### src/rtl/holy_axi_lite_timer.sv
// holy_axi_lite_timer: AXI-Lite subordinate hosting a programmable down-counter timer with a level interrupt
module holy_axi_lite_timer #(
    parameter int ADDR_WIDTH = 32
) (
    input  logic                  clk,
    input  logic                  rst,
    input  logic [ADDR_WIDTH-1:0] s_axi_lite_awaddr,
    input  logic                  s_axi_lite_awvalid,
    output logic                  s_axi_lite_awready,
    input  logic [31:0]           s_axi_lite_wdata,
    input  logic [3:0]            s_axi_lite_wstrb,
    input  logic                  s_axi_lite_wvalid,
    output logic                  s_axi_lite_wready,
    output logic [1:0]            s_axi_lite_bresp,
    output logic                  s_axi_lite_bvalid,
    input  logic                  s_axi_lite_bready,
    input  logic [ADDR_WIDTH-1:0] s_axi_lite_araddr,
    input  logic                  s_axi_lite_arvalid,
    output logic                  s_axi_lite_arready,
    output logic [31:0]           s_axi_lite_rdata,
    output logic [1:0]            s_axi_lite_rresp,
    output logic                  s_axi_lite_rvalid,
    input  logic                  s_axi_lite_rready,
    output logic                  irq
);
    logic [2:0]  ctrl_q, ctrl_d;
    logic [31:0] load_q, load_d, count_q, count_d;
    logic        expired_q, expired_d;
    logic        aw_held_q, aw_held_d, aw_err_q, aw_err_d;
    logic [1:0]  aw_sel_q, aw_sel_d;
    logic        w_held_q, w_held_d;
    logic [31:0] w_data_q, w_data_d;
    logic [3:0]  w_strb_q, w_strb_d;
    logic        bvalid_q, bvalid_d, rvalid_q, rvalid_d;
    logic [1:0]  bresp_q, bresp_d, rresp_q, rresp_d;
    logic [31:0] rdata_q, rdata_d;
    logic        aw_fire, w_fire, ar_fire, wr_go, wr_ok, wr_err, rd_err, expire, w1c;
    logic [1:0]  wr_sel, rd_sel;
    logic [31:0] wr_data, rd_val, step;
    logic [3:0]  wr_strb;
    logic        unused_addr_bits;

    assign s_axi_lite_awready = !aw_held_q && !bvalid_q;
    assign s_axi_lite_wready  = !w_held_q && !bvalid_q;
    assign s_axi_lite_arready = !rvalid_q;
    assign s_axi_lite_bvalid  = bvalid_q;
    assign s_axi_lite_bresp   = bresp_q;
    assign s_axi_lite_rvalid  = rvalid_q;
    assign s_axi_lite_rdata   = rdata_q;
    assign s_axi_lite_rresp   = rresp_q;
    assign irq                = expired_q && ctrl_q[1];
    assign aw_fire            = s_axi_lite_awvalid && s_axi_lite_awready;
    assign w_fire             = s_axi_lite_wvalid && s_axi_lite_wready;
    assign unused_addr_bits   = ^{s_axi_lite_awaddr[1:0], s_axi_lite_araddr[1:0]};

    // Write channel: AW and W park in one-entry holds; the write commits the cycle both are present
    always_comb begin
        wr_sel    = aw_held_q ? aw_sel_q : s_axi_lite_awaddr[3:2];
        wr_err    = aw_held_q ? aw_err_q : (s_axi_lite_awaddr >> 4) != '0;
        wr_data   = w_held_q ? w_data_q : s_axi_lite_wdata;
        wr_strb   = w_held_q ? w_strb_q : s_axi_lite_wstrb;
        wr_go     = (aw_held_q || aw_fire) && (w_held_q || w_fire);
        wr_ok     = wr_go && !wr_err;
        aw_held_d = (aw_held_q || aw_fire) && !wr_go;
        aw_sel_d  = wr_sel;
        aw_err_d  = wr_err;
        w_held_d  = (w_held_q || w_fire) && !wr_go;
        w_data_d  = wr_data;
        w_strb_d  = wr_strb;
        bvalid_d  = wr_go || (bvalid_q && !s_axi_lite_bready);
        bresp_d   = wr_go ? {wr_err, 1'b0} : bresp_q;
    end

    // Register updates and counter step; bus LOAD writes override the step, expiry beats W1C
    always_comb begin
        w1c       = wr_ok && wr_sel == 2'd3 && wr_strb[0] && wr_data[0];
        expire    = ctrl_q[0] && count_q == 32'd1;
        step      = !ctrl_q[0] ? count_q : count_q > 32'd1 ? count_q - 32'd1 : expire ? (ctrl_q[2] ? load_q : '0) : count_q;
        ctrl_d    = (wr_ok && wr_sel == 2'd0 && wr_strb[0]) ? wr_data[2:0] : ctrl_q;
        load_d    = load_q;
        for (int i = 0; i < 4; i++)
            load_d[8*i +: 8] = (wr_ok && wr_sel == 2'd1 && wr_strb[i]) ? wr_data[8*i +: 8] : load_q[8*i +: 8];
        count_d   = (wr_ok && wr_sel == 2'd1) ? load_d : step;
        expired_d = expire || (expired_q && !w1c);
    end

    // Read channel: register the addressed value on AR and hold it until accepted
    always_comb begin
        rd_sel   = s_axi_lite_araddr[3:2];
        rd_err   = (s_axi_lite_araddr >> 4) != '0;
        rd_val   = rd_sel == 2'd0 ? {29'd0, ctrl_q} : rd_sel == 2'd1 ? load_q : rd_sel == 2'd2 ? count_q : {31'd0, expired_q};
        ar_fire  = s_axi_lite_arvalid && !rvalid_q;
        rvalid_d = ar_fire || (rvalid_q && !s_axi_lite_rready);
        rdata_d  = ar_fire ? (rd_err ? '0 : rd_val) : rdata_q;
        rresp_d  = ar_fire ? {rd_err, 1'b0} : rresp_q;
    end

    // State registers with synchronous reset
    always_ff @(posedge clk) begin
        if (rst) begin
            ctrl_q    <= '0;
            load_q    <= '0;
            count_q   <= '0;
            expired_q <= 1'b0;
            aw_held_q <= 1'b0;
            aw_sel_q  <= '0;
            aw_err_q  <= 1'b0;
            w_held_q  <= 1'b0;
            w_data_q  <= '0;
            w_strb_q  <= '0;
            bvalid_q  <= 1'b0;
            bresp_q   <= '0;
            rvalid_q  <= 1'b0;
            rdata_q   <= '0;
            rresp_q   <= '0;
        end else begin
            ctrl_q    <= ctrl_d;
            load_q    <= load_d;
            count_q   <= count_d;
            expired_q <= expired_d;
            aw_held_q <= aw_held_d;
            aw_sel_q  <= aw_sel_d;
            aw_err_q  <= aw_err_d;
            w_held_q  <= w_held_d;
            w_data_q  <= w_data_d;
            w_strb_q  <= w_strb_d;
            bvalid_q  <= bvalid_d;
            bresp_q   <= bresp_d;
            rvalid_q  <= rvalid_d;
            rdata_q   <= rdata_d;
            rresp_q   <= rresp_d;
        end
    end
endmodule

### config.mk
export PLATFORM = sky130hd
export DESIGN_NAME = holy_axi_lite_timer
export DESIGN_NICKNAME = d
export VERILOG_FILES = /design/src/rtl/holy_axi_lite_timer.sv
export SDC_FILE = /design/constraint.sdc
export NUM_CORES = 1
export LEC_CHECK = 0
export CAP_MARGIN = 10
export CORE_AREA = 4 4 118 120
export CTS_BUF_LIST = sky130_fd_sc_hd__clkbuf_4 sky130_fd_sc_hd__clkbuf_8
export DETAILED_ROUTE_END_ITERATION = 12
export DIE_AREA = 0 0 122 124
export GPL_TIMING_DRIVEN = 0
export MAX_ROUTING_LAYER = met4
export PLACE_DENSITY = 0.95
export SYNTH_ARGS = -nofsm -noshare
export SYNTH_HDL_FRONTEND = slang
export SYNTH_SLANG_ARGS = --single-unit
export TNS_END_PERCENT = 50
### constraint.sdc
create_clock -name clk -period 6.2 [get_ports clk]
set_input_delay 1.24 -clock clk [delete_from_list [all_inputs] [get_ports clk]]
set_output_delay 1.24 -clock clk [all_outputs]
set_load 0.05 [all_outputs]
==> results.sh, run 1 <==
export IMPL_status="finished clean"
export IMPL_max_freq_ghz=0.228
export IMPL_gr_usage_met3_pct=9.13
export IMPL_syn2layout_area_growth_pct=28.5
export IMPL_crit_chain="clkbuf_1 -> clkbuf_1 -> clkbuf_1 -> nor2_1 -> clkdlybuf4s50_1"
export IMPL_dr_pass1_iters=6
export IMPL_gp_congestion=1.04
export IMPL_insertion_delay_ps=460
export IMPL_die_h_um=124
export IMPL_critPathMaxStageDelay_ps=730
export IMPL_yosysSeqAreaShare_pct=40.3
export IMPL_fin_nets=1138
export IMPL_synth_area_leaders="dfxtp_1 (40%), nor2_1 (7.9%), mux2i_1 (6.0%), a22oi_1 (4.0%), a22o_1 (3.4%)"
export IMPL_die_area_um2=15100
export IMPL_htreeDepth=4
export IMPL_grt_usage_pct=35.6
export IMPL_wl_per_cell_um=21.5
export IMPL_hp_class="reg2reg"
export IMPL_regArea_um2=2900
export IMPL_synth_edf_count=0
export IMPL_ys_warnings_count=0
export IMPL_vdd_drop_max_mv=0.179
export IMPL_setup_viol=0
export IMPL_ys_ff_latch=145
export IMPL_cts_max_path_buffers=2
export IMPL_syn_area_um2=7200
export IMPL_synthDistinctLibCells=64
export IMPL_placement_io_buffers=141
export IMPL_worstSetupStartpointType="flop"
export IMPL_design_area_um2=9250
export IMPL_drv_slew=0
export IMPL_first_iter_violations=856
export IMPL_worstPathArrival_ps=3150
export IMPL_path_common_cell="clkbuf_1"
export IMPL_grt_util_met1_pct=44.5
export IMPL_synth_area_per_cell_um2=8.29
export IMPL_cap_violations=0
export IMPL_postRouteAntennaNets=0
export IMPL_hpwl_mm=19.5
export IMPL_diodes=0
export IMPL_synthFlopType="dfxtp_1"
export IMPL_initial_core_util_pct=55.5
export IMPL_cts_resized=0
export IMPL_gr_max_usage_layer="met2"
export IMPL_tightest_slew_ps=1140
export IMPL_numCtsBuffers=17
export IMPL_period_share_pct=70.9
export IMPL_gr_usage_met2_pct=54.7
export IMPL_drive_gt1_share_pct=6.14
export IMPL_grt_pass1_vias=7334
export IMPL_antenna_found_initial=0
export IMPL_cp_top_family="buffers and inverters"
export IMPL_coreArea_um2=13000
export IMPL_cts_hold_buf=0
export IMPL_multi_input_area_um2=3970
export IMPL_postCtsSetupBuffers=0
export IMPL_routed_wl_mm=26.2
export IMPL_ios=149
export IMPL_synth_top_area_share_pct=40.3
export IMPL_place_area_um2=8830
export IMPL_row_count=42
export IMPL_hold_ws_ps=467
export IMPL_relSlewSlack_pct=23.5
export IMPL_cts_tree="yes"
export IMPL_rsz0062_at_grt="false"
export IMPL_avgViaCountPerCell=6.42
export IMPL_path_clk_slew_ps=80
export IMPL_dieWidth_um=122
export IMPL_tns_ps=0
export IMPL_grt_max_degree=17
export IMPL_grt_first_pass_wirelength_mm=40.0
export IMPL_worstSetupPathType="reg2out"
export IMPL_power_density_nw_per_um2=221
export IMPL_remaining_drc_errors=0
export IMPL_async_flop_share_pct=0
export IMPL_required_ps=4960
export IMPL_fin_crit_ps=4390
export IMPL_fillers=1036
export IMPL_netlist_instances=868
export IMPL_grt_remaining_overflow=0
export IMPL_cp_num_buf_inv=4
export IMPL_critPathCaptureType="output pin"
export IMPL_synth_top_area_cell="dfxtp_1"
export IMPL_cts_sinks=145
export IMPL_hold_viol=0
export IMPL_p_leak_nw=3.34
export IMPL_crit_fanout=10
export IMPL_vias=7819
export IMPL_cts_root_buf="clkbuf_8"
export IMPL_skew_ps=9.08
export IMPL_cp_slowest_cell="clkdlybuf4s50_1"
## Yosys cell counts, types with 3 or more instances
master and n:
a32oi_1 3, a31oi_1 5, o211ai_1 22, nand4_1 12, nand2b_1 10, o22ai_1 15
a211oi_1 29, nor2_1 152, nor3_1 23, o21ai_0 30, a221oi_1 3, or3_1 5
clkbuf_1 49, nor3b_1 5, a22o_1 28, or4_1 3, a22oi_1 38, and3_1 12
mux2i_1 43, inv_1 11, dfxtp_1 145, buf_2 10, mux2_2 8, a21oi_1 41
a21o_1 3, nor4_1 22, a311oi_1 11, buf_4 4, buf_1 7, and2_1 4
nor2b_1 6, xor2_1 5, nand3_1 13, nand2_1 49
## kinds of logic (layout without fill, tap and decap cells)
| group | count (synthesis) | in the layout | share of synthesized area, % |
|---|---|---|---|
| AND/OR/NAND/NOR | 331 | 331 | 22.0 |
| AO/OA/AOI/OAI | 249 | 249 | 24.3 |
| flip-flops | 145 | 145 | 40.3 |
| buffers and inverters | 81 | 254 | 4.61 |
| multiplexers | 52 | 52 | 7.54 |
| XOR/XNOR | 7 | 7 | 0.852 |
| adder cells (fa/ha/maj) | 2 | 2 | 0.348 |
| other | 1 | 2 | 0.0521 |
## registers in the layout, indices dropped and copies added, names as in the netlist
register,count
count_q,32
s_axi_lite_bvalid,1
w_data_q,32
aw_sel_q,2
s_axi_lite_rresp,1
ctrl_q,3
aw_err_q,1
s_axi_lite_rdata,32
load_q,32
aw_held_q,1
w_strb_q,4
w_held_q,1
s_axi_lite_bresp,1
s_axi_lite_rvalid,1
expired_q,1
## report_power, final
group	switching, mW	internal (mW)	leakage, nW	total (mW)
combinational	0.181	0.126	1.95	0.307
clock	0.374	0.402	0.205	0.776
sequential	0.0100	0.953	1.18	0.963
total	0.565	1.48	3.34	2.05
## metrics by stage
stage                     setup slack (ps)  utilization, %  instances  power [mW]
after detailed placement              2140            68.1       1186        1.28
after global routing                  1700            71.3       1218        2.11
after floorplan                       3210               -        869        1.15
after global placement                2220            68.1       1186        1.27
after CTS                             1820            71.3       1218        2.04
final                                 1810            71.3       1218        2.05
## cell type report
cell class	instances	share of cell area, %
Tap cell	176	2.38
Buffer	70	3.14
Clock buffer	21	3.12
Timing Repair Buffer	141	15.3
Multi-Input combinational cell	643	42.9
Sequential cell	145	31.4
Clock inverter	11	1.38
Inverter	11	0.446
## tightest hold or removal path: stages, from the launching register on
cell and delay (ps):
dfxtp_1 310, inv_1 50, a211oi_1 50
## path summary, 6_finish.rpt
path,slack (ps),cells after the start,from,to
max,1810,5,w_held_q,s_axi_lite_wready
min,470,2,s_axi_lite_rresp[1],s_axi_lite_rresp[1]
max reg2reg,2740,9,count_q[7],count_q[19]
min reg2reg,470,2,s_axi_lite_rresp[1],s_axi_lite_rresp[1]
## cell usage in the layout (no fill, tap or decap), types with 12 or more instances in the layout
cell and n:
a211oi_1 29, a21oi_1 41, a22o_1 28, a22oi_1 38, and3_1 12, clkbuf_1 49
clkbuf_8 21, clkdlybuf4s50_1 141, dfxtp_1 145, mux2i_1 43, nand2_1 49, nand3_1 13
nand4_1 12, nor2_1 152, nor3_1 23, nor4_1 22, o211ai_1 22, o21ai_0 30
o22ai_1 15
## per-layer routing
| layer | wire (um) | up-vias |
|---|---|---|
| li1 | - | 3550 |
| met1 | 10300 | 3662 |
| met2 | 11600 | 537 |
| met3 | 3390 | 70 |
| met4 | 943 | 0 |
| met5 | 0 | - |
(Power assumes the default switching activity.)
==> inputs of run 2 (changes only) <==
--- a/config.mk
+++ b/config.mk
@@ -6,13 +6,13 @@
 export NUM_CORES = 1
 export LEC_CHECK = 0
 export CAP_MARGIN = 10
-export CORE_AREA = 4 4 118 120
+export CORE_AREA = 4 4 122 124
 export CTS_BUF_LIST = sky130_fd_sc_hd__clkbuf_4 sky130_fd_sc_hd__clkbuf_8
 export DETAILED_ROUTE_END_ITERATION = 12
-export DIE_AREA = 0 0 122 124
+export DIE_AREA = 0 0 126 128
 export GPL_TIMING_DRIVEN = 0
 export MAX_ROUTING_LAYER = met4
-export PLACE_DENSITY = 0.95
+export PLACE_DENSITY = 0.91
 export SYNTH_ARGS = -nofsm -noshare
 export SYNTH_HDL_FRONTEND = slang
 export SYNTH_SLANG_ARGS = --single-unit
==> constraint.sdc (replaced) <==
create_clock -name clk -period 4.6 [get_ports clk]
set_input_delay 0.92 -clock clk [delete_from_list [all_inputs] [get_ports clk]]
set_output_delay 0.92 -clock clk [all_outputs]
set_load 0.05 [all_outputs]
==> run 2 against run 1 <==
  * Cell count grew 0.25%
  * Count of clock-buffer cells in the layout fell by 3
  * Register-to-register slack got worse by 1500 ps
  * Largest cell class unchanged
  * Largest power group unchanged
==> results.sh, run 2 (synthesis gave the netlist of run 1 again) <==
export IMPL_vdd_drop_max_mv=0.267
export IMPL_rsz0062_at_grt="false"
export IMPL_hpwl_mm=18.6
export IMPL_required_ps=3680
export IMPL_wl_per_cell_um=20.6
export IMPL_htreeDepth=4
export IMPL_grt_max_degree=17
export IMPL_dr_pass1_iters=6
export IMPL_setup_viol=0
export IMPL_cts_root_buf="clkbuf_8"
export IMPL_max_freq_ghz=0.248
export IMPL_cts_tree="yes"
export IMPL_antenna_found_initial=0
export IMPL_diodes=0
export IMPL_layout_common_cells="nor2_1 (152), dfxtp_1 (145), clkdlybuf4s50_1 (141), clkbuf_1 (49), nand2_1 (49)"
export IMPL_postRouteAntennaNets=0
export IMPL_p_sw_share_pct=27.0
export IMPL_cts_hold_buf=0
export IMPL_ios=149
export IMPL_postCtsSetupBuffers=0
export IMPL_placement_io_buffers=141
export IMPL_power_density_nw_per_um2=304
export IMPL_vias=7659
export IMPL_cp_top_family="buffers and inverters"
export IMPL_seq_power_share_pct=46.0
export IMPL_fillers=1151
export IMPL_period_share_pct=87.6
export IMPL_cp_slowest_cell="clkdlybuf4s50_1"
export IMPL_final_common_cell="nor2_1"
export IMPL_worstPathArrival_ps=3110
export IMPL_tns_ps=0
export IMPL_cts_resized=0
export IMPL_skew_ps=10.8
export IMPL_coreArea_um2=13800
export IMPL_syn2layout_area_growth_pct=28.8
export IMPL_hold_path_end="s_axi_lite_rresp[1]"
export IMPL_fin_nets=1138
export IMPL_p_leak_nw=3.34
export IMPL_status="finished clean"
export IMPL_numCtsBuffers=17
export IMPL_avgViaCountPerCell=6.27
export IMPL_intPower_mw=2.06
export IMPL_r2r_cells=8
export IMPL_grt_first_pass_wirelength_mm=38.8
export IMPL_dieWidth_um=126
export IMPL_cp_num_buf_inv=4
export IMPL_p_clk_share_pct=39.5
export IMPL_cts_sinks=145
export IMPL_setup_ws_ps=569
export IMPL_gp_congestion=1.03
export IMPL_drive_gt1_share_pct=6.05
export IMPL_fin_crit_ps=4030
export IMPL_dp_cells=1190
export IMPL_worstSetupPathType="reg2out"
export IMPL_drv_slew=0
export IMPL_grt_pass1_vias=7076
export IMPL_worstSetupStartpointType="flop"
export IMPL_rr_startpoint="count_q[17]"
export IMPL_cts_max_path_buffers=2
export IMPL_grt_remaining_overflow=0
export IMPL_crit_chain="clkbuf_1 -> clkbuf_1 -> clkbuf_1 -> nor2_1 -> clkdlybuf4s50_1"
export IMPL_die_area_um2=16100
export IMPL_worstReg2RegEnd="count_q[19]"
export IMPL_row_count=43
export IMPL_dp_slack_ps=759
export IMPL_p_comb_share_pct=14.5
export IMPL_routed_wl_mm=25.1
export IMPL_hold_viol=0
export IMPL_initial_core_util_pct=52.3
export IMPL_min_delay_start="s_axi_lite_rresp[1]"
export IMPL_insertion_delay_ps=480
export IMPL_die_h_um=128
export IMPL_path_common_cell="clkbuf_1"
export IMPL_cap_violations=0
export IMPL_switchingPower_mw=0.761
export IMPL_crit_fanout=10
export IMPL_tightest_slew_ps=1090
export IMPL_relSlewSlack_pct=26.4
export IMPL_critPathMaxStageDelay_ps=730
export IMPL_first_iter_violations=859
export IMPL_min_path_cells=2
export IMPL_hp_class="reg2reg"
export IMPL_hold_ws_ps=459
export IMPL_path_clk_slew_ps=70
export IMPL_fin_cells=1221
export IMPL_remaining_drc_errors=0
export IMPL_critPathCaptureType="output pin"
export IMPL_r2r_slack_ps=1220
export IMPL_grt_usage_pct=31.4
==> run 2: layout make-up <==
cell class                      instances  area, um2  area share, %
Buffer                                 70        290           3.13
Clock buffer                           18        248           2.67
Clock inverter                         13        186           2.01
Inverter                               11       41.3          0.445
Multi-Input combinational cell        643       3970           42.8
Sequential cell                       145       2900           31.3
Tap cell                              180        225           2.43
Timing Repair Buffer                  141       1410           15.2
==> run 2: power groups by stage <==
stage | registers [mW] | clock network (mW) | logic, mW
floorplan | 1.33 | 0 | 0.211
global placement | 1.32 | 0 | 0.392
detailed placement | 1.33 | 0 | 0.397
CTS | 1.30 | 1.11 | 0.399
global route | 1.30 | 1.17 | 0.436
finish | 1.30 | 1.11 | 0.408
==> run 2: routing by layer <==
layer,global-route usage (%),vias up,wire (um)
li1,-,3551,-
met1,39.9,3491,10000
met2,47.3,531,10800
met3,10.1,86,3490
met4,11.0,0,836
met5,-,-,0
==> run 2: worst reg2reg max path: stages, from the launching register on <==
cell and delay, ps:
dfxtp_1 390, or4_4 570, nor4_1 650, nand4_1 440
and2_1 300, buf_4 170, clkbuf_1 330, a22oi_1 280
o22ai_1 110
==> run 2: worst max-delay path by stage <==
stage / startpoint / endpoint / slack (ps) / cells past startpoint
finish: w_held_q / s_axi_lite_wready / 570 / 5
global route: w_held_q / s_axi_lite_wready / 400 / 5
CTS: w_held_q / s_axi_lite_wready / 550 / 5
detailed placement: s_axi_lite_awaddr[27] / load_q[6] / 760 / 8
global placement: s_axi_lite_awaddr[24] / load_q[6] / 930 / 8
floorplan: s_axi_lite_awaddr[8] / load_q[6] / 1930 / 7
==> run 2: metrics by stage <==
step	util [%]	instance area (um2)	total power, mW
2_1_floorplan	-	7200	1.54
3_3_place_gp	64.2	8840	1.72
3_5_place_dp	64.2	8840	1.72
4_1_cts	67.3	9270	2.81
5_1_grt	67.3	9270	2.90
6_report	67.3	9270	2.82
==> inputs of run 3 (changes only) <==
--- a/config.mk
+++ b/config.mk
@@ -6,13 +6,14 @@
 export NUM_CORES = 1
 export LEC_CHECK = 0
 export CAP_MARGIN = 10
-export CORE_AREA = 4 4 122 124
+export CORE_AREA = 4 4 127 129
 export CTS_BUF_LIST = sky130_fd_sc_hd__clkbuf_4 sky130_fd_sc_hd__clkbuf_8
+export CTS_CLUSTER_DIAMETER = 120
 export DETAILED_ROUTE_END_ITERATION = 12
-export DIE_AREA = 0 0 126 128
+export DIE_AREA = 0 0 131 133
 export GPL_TIMING_DRIVEN = 0
 export MAX_ROUTING_LAYER = met4
-export PLACE_DENSITY = 0.91
+export PLACE_DENSITY = 0.86
 export SYNTH_ARGS = -nofsm -noshare
 export SYNTH_HDL_FRONTEND = slang
 export SYNTH_SLANG_ARGS = --single-unit
==> constraint.sdc (replaced) <==
create_clock -name clk -period 4.6 [get_ports clk]
set_input_delay 0.92 -clock clk [delete_from_list [all_inputs] [get_ports clk]]
set_output_delay 0.92 -clock clk [all_outputs]
set_load 0.02 [all_outputs]
==> run 3 against run 2 <==
  * Non-clock buffer count unchanged
  * Via count is 1.3% lower
  * Sequential power about the same
  * Wire length is 3.8% higher
  * Cell count grew 0.74%
  * Largest cell class unchanged
  * Highest routed layer unchanged
==> results.sh, run 3 (synthesis gave the netlist of run 1 again) <==
export IMPL_path_clk_slew_ps=80
export IMPL_cts_max_path_buffers=2
export IMPL_grt_pass1_vias=7202
export IMPL_final_common_cell="nor2_1"
export IMPL_postCtsSetupBuffers=0
export IMPL_critPathCaptureType="output pin"
export IMPL_cts_root_buf="clkbuf_8"
export IMPL_power_density_nw_per_um2=303
export IMPL_hold_viol=0
export IMPL_row_count=45
export IMPL_diodes=0
export IMPL_avgViaCountPerCell=6.15
export IMPL_tns_ps=0
export IMPL_rsz0062_at_grt="false"
export IMPL_grt_max_degree=17
export IMPL_grt_first_pass_wirelength_mm=39.2
export IMPL_drv_slew=0
export IMPL_cp_num_cells=5
export IMPL_coreArea_um2=15000
export IMPL_period_share_pct=85.1
export IMPL_numCtsBuffers=17
export IMPL_fin_crit_ps=3910
export IMPL_dieWidth_um=131
export IMPL_fillers=1312
export IMPL_r2r_slack_ps=1220
export IMPL_cts_hold_buf=0
export IMPL_dp_cells=1198
export IMPL_crit_fanout=10
export IMPL_skew_ps=9.90
export IMPL_worstSetupStartpointType="flop"
export IMPL_die_area_um2=17400
export IMPL_cp_slowest_cell="clkbuf_1"
export IMPL_setup_viol=0
export IMPL_ios=149
export IMPL_grt_remaining_overflow=0
export IMPL_insertion_delay_ps=470
export IMPL_critPathLaunch="w_held_q"
export IMPL_grt_usage_pct=30.2
export IMPL_remaining_drc_errors=0
export IMPL_drive_gt1_share_pct=6.14
export IMPL_crit_end="s_axi_lite_wready"
export IMPL_initial_core_util_pct=47.9
export IMPL_vdd_drop_max_mv=0.277
export IMPL_hpwl_mm=19.5
export IMPL_relSlewSlack_pct=21.1
export IMPL_crit_chain="clkbuf_1 -> clkbuf_1 -> clkbuf_1 -> nor2_1 -> clkdlybuf4s50_1"
export IMPL_cp_num_buf_inv=4
export IMPL_p_leak_nw=3.35
export IMPL_cts_tree="yes"
export IMPL_htreeDepth=4
export IMPL_syn2layout_area_growth_pct=29.1
export IMPL_r2r_cells=11
export IMPL_worstPathArrival_ps=2990
export IMPL_first_iter_violations=827
export IMPL_die_h_um=133
export IMPL_wl_per_cell_um=21.2
export IMPL_gp_congestion=1.01
export IMPL_tightest_slew_ps=1170
export IMPL_cp_top_family="buffers and inverters"
export IMPL_path_common_cell="clkbuf_1"
export IMPL_max_freq_ghz=0.256
export IMPL_rr_startpoint="count_q[0]"
export IMPL_fin_cells=1230
export IMPL_fin_total_pwr_mw=2.81
export IMPL_required_ps=3680
export IMPL_dr_pass1_iters=6
export IMPL_status="finished clean"
export IMPL_routed_wl_mm=26.1
export IMPL_worstSetupPathType="reg2out"
export IMPL_hp_class="reg2reg"
export IMPL_vias=7563
export IMPL_postRouteAntennaNets=0
export IMPL_cap_violations=0
export IMPL_cts_sinks=145
export IMPL_placement_io_buffers=141
export IMPL_cts_resized=0
export IMPL_antenna_found_initial=0
export IMPL_hold_ws_ps=467
export IMPL_critPathMaxStageDelay_ps=600
export IMPL_worstReg2RegEnd="count_q[19]"
export IMPL_fin_nets=1138
export IMPL_layout_common_cells="nor2_1 (152), dfxtp_1 (145), clkdlybuf4s50_1 (141), clkbuf_1 (49), nand2_1 (49)"
-- run 3: cell types whose count changed in the layout (fill, tap and decap cells not counted), sizes merged --
cell	delta
clkinvlp	-1
inv	+1
clkbuf	+4
clkinv	-2
bufinv	-1
-- run 3: power by group --
| group | switching (mW) | internal (mW) | leakage, nW |
|---|---|---|---|
| Clock | 0.515 | 0.605 | 0.216 |
| Sequential | 0.0125 | 1.28 | 1.18 |
| Combinational | 0.226 | 0.170 | 1.95 |
-- run 3: per-stage QoR --
| stage | worst slack, ps | area [um2] | utilization, % |
|---|---|---|---|
| finish | 687 | 9290 | 61.8 |
| global route | 589 | 9290 | 61.8 |
| CTS | 676 | 9290 | 61.8 |
| detailed placement | 866 | 8850 | 58.9 |
| global placement | 924 | 8850 | 58.9 |
| floorplan | 1930 | 7200 | - |
-- run 3: layer usage --
layer	routed length, um	part of all wire (%)	GRT usage (%)	vias up
met3	3130	12	8.84	68
met2	11300	43	43.4	433
met1	10700	41	39.4	3518
li1	-	-	-	3544
met5	0	0	-	-
met4	972	3.7	13.0	0
-- run 3: worst min-delay path by stage --
stage	depth (start not counted)	endpoint	start	slack (ps)
after floorplan	2	ctrl_q[1]	ctrl_q[1]	440
after global placement	2	s_axi_lite_rresp[1]	s_axi_lite_rresp[1]	440
after detailed placement	2	s_axi_lite_rresp[1]	s_axi_lite_rresp[1]	450
after CTS	2	s_axi_lite_rresp[1]	s_axi_lite_rresp[1]	460
after global routing	2	s_axi_lite_rresp[1]	s_axi_lite_rresp[1]	500
final	2	s_axi_lite_rresp[1]	s_axi_lite_rresp[1]	470
-- run 3: final cells by class --
cell class,instances,area [um2],share of cell area [%]
clock inverter,10,148,1.59
timing repair buffer,141,1410,15.2
inverter,11,41.3,0.444
clock buffer,22,297,3.19
sequential,145,2900,31.2
tap,188,235,2.53
buffer,70,290,3.12
multi-input combinational,643,3970,42.7
-- run 3: worst register-to-register path: stages (launching register included) --
cell,delay [ps]
dfxtp_1,380
inv_1,130
ha_1,290
nor4b_1,340
and4_1,240
clkbuf_1,340
nand4_1,350
and2_1,300
buf_4,160
clkbuf_1,320
a22oi_1,280
o22ai_1,100
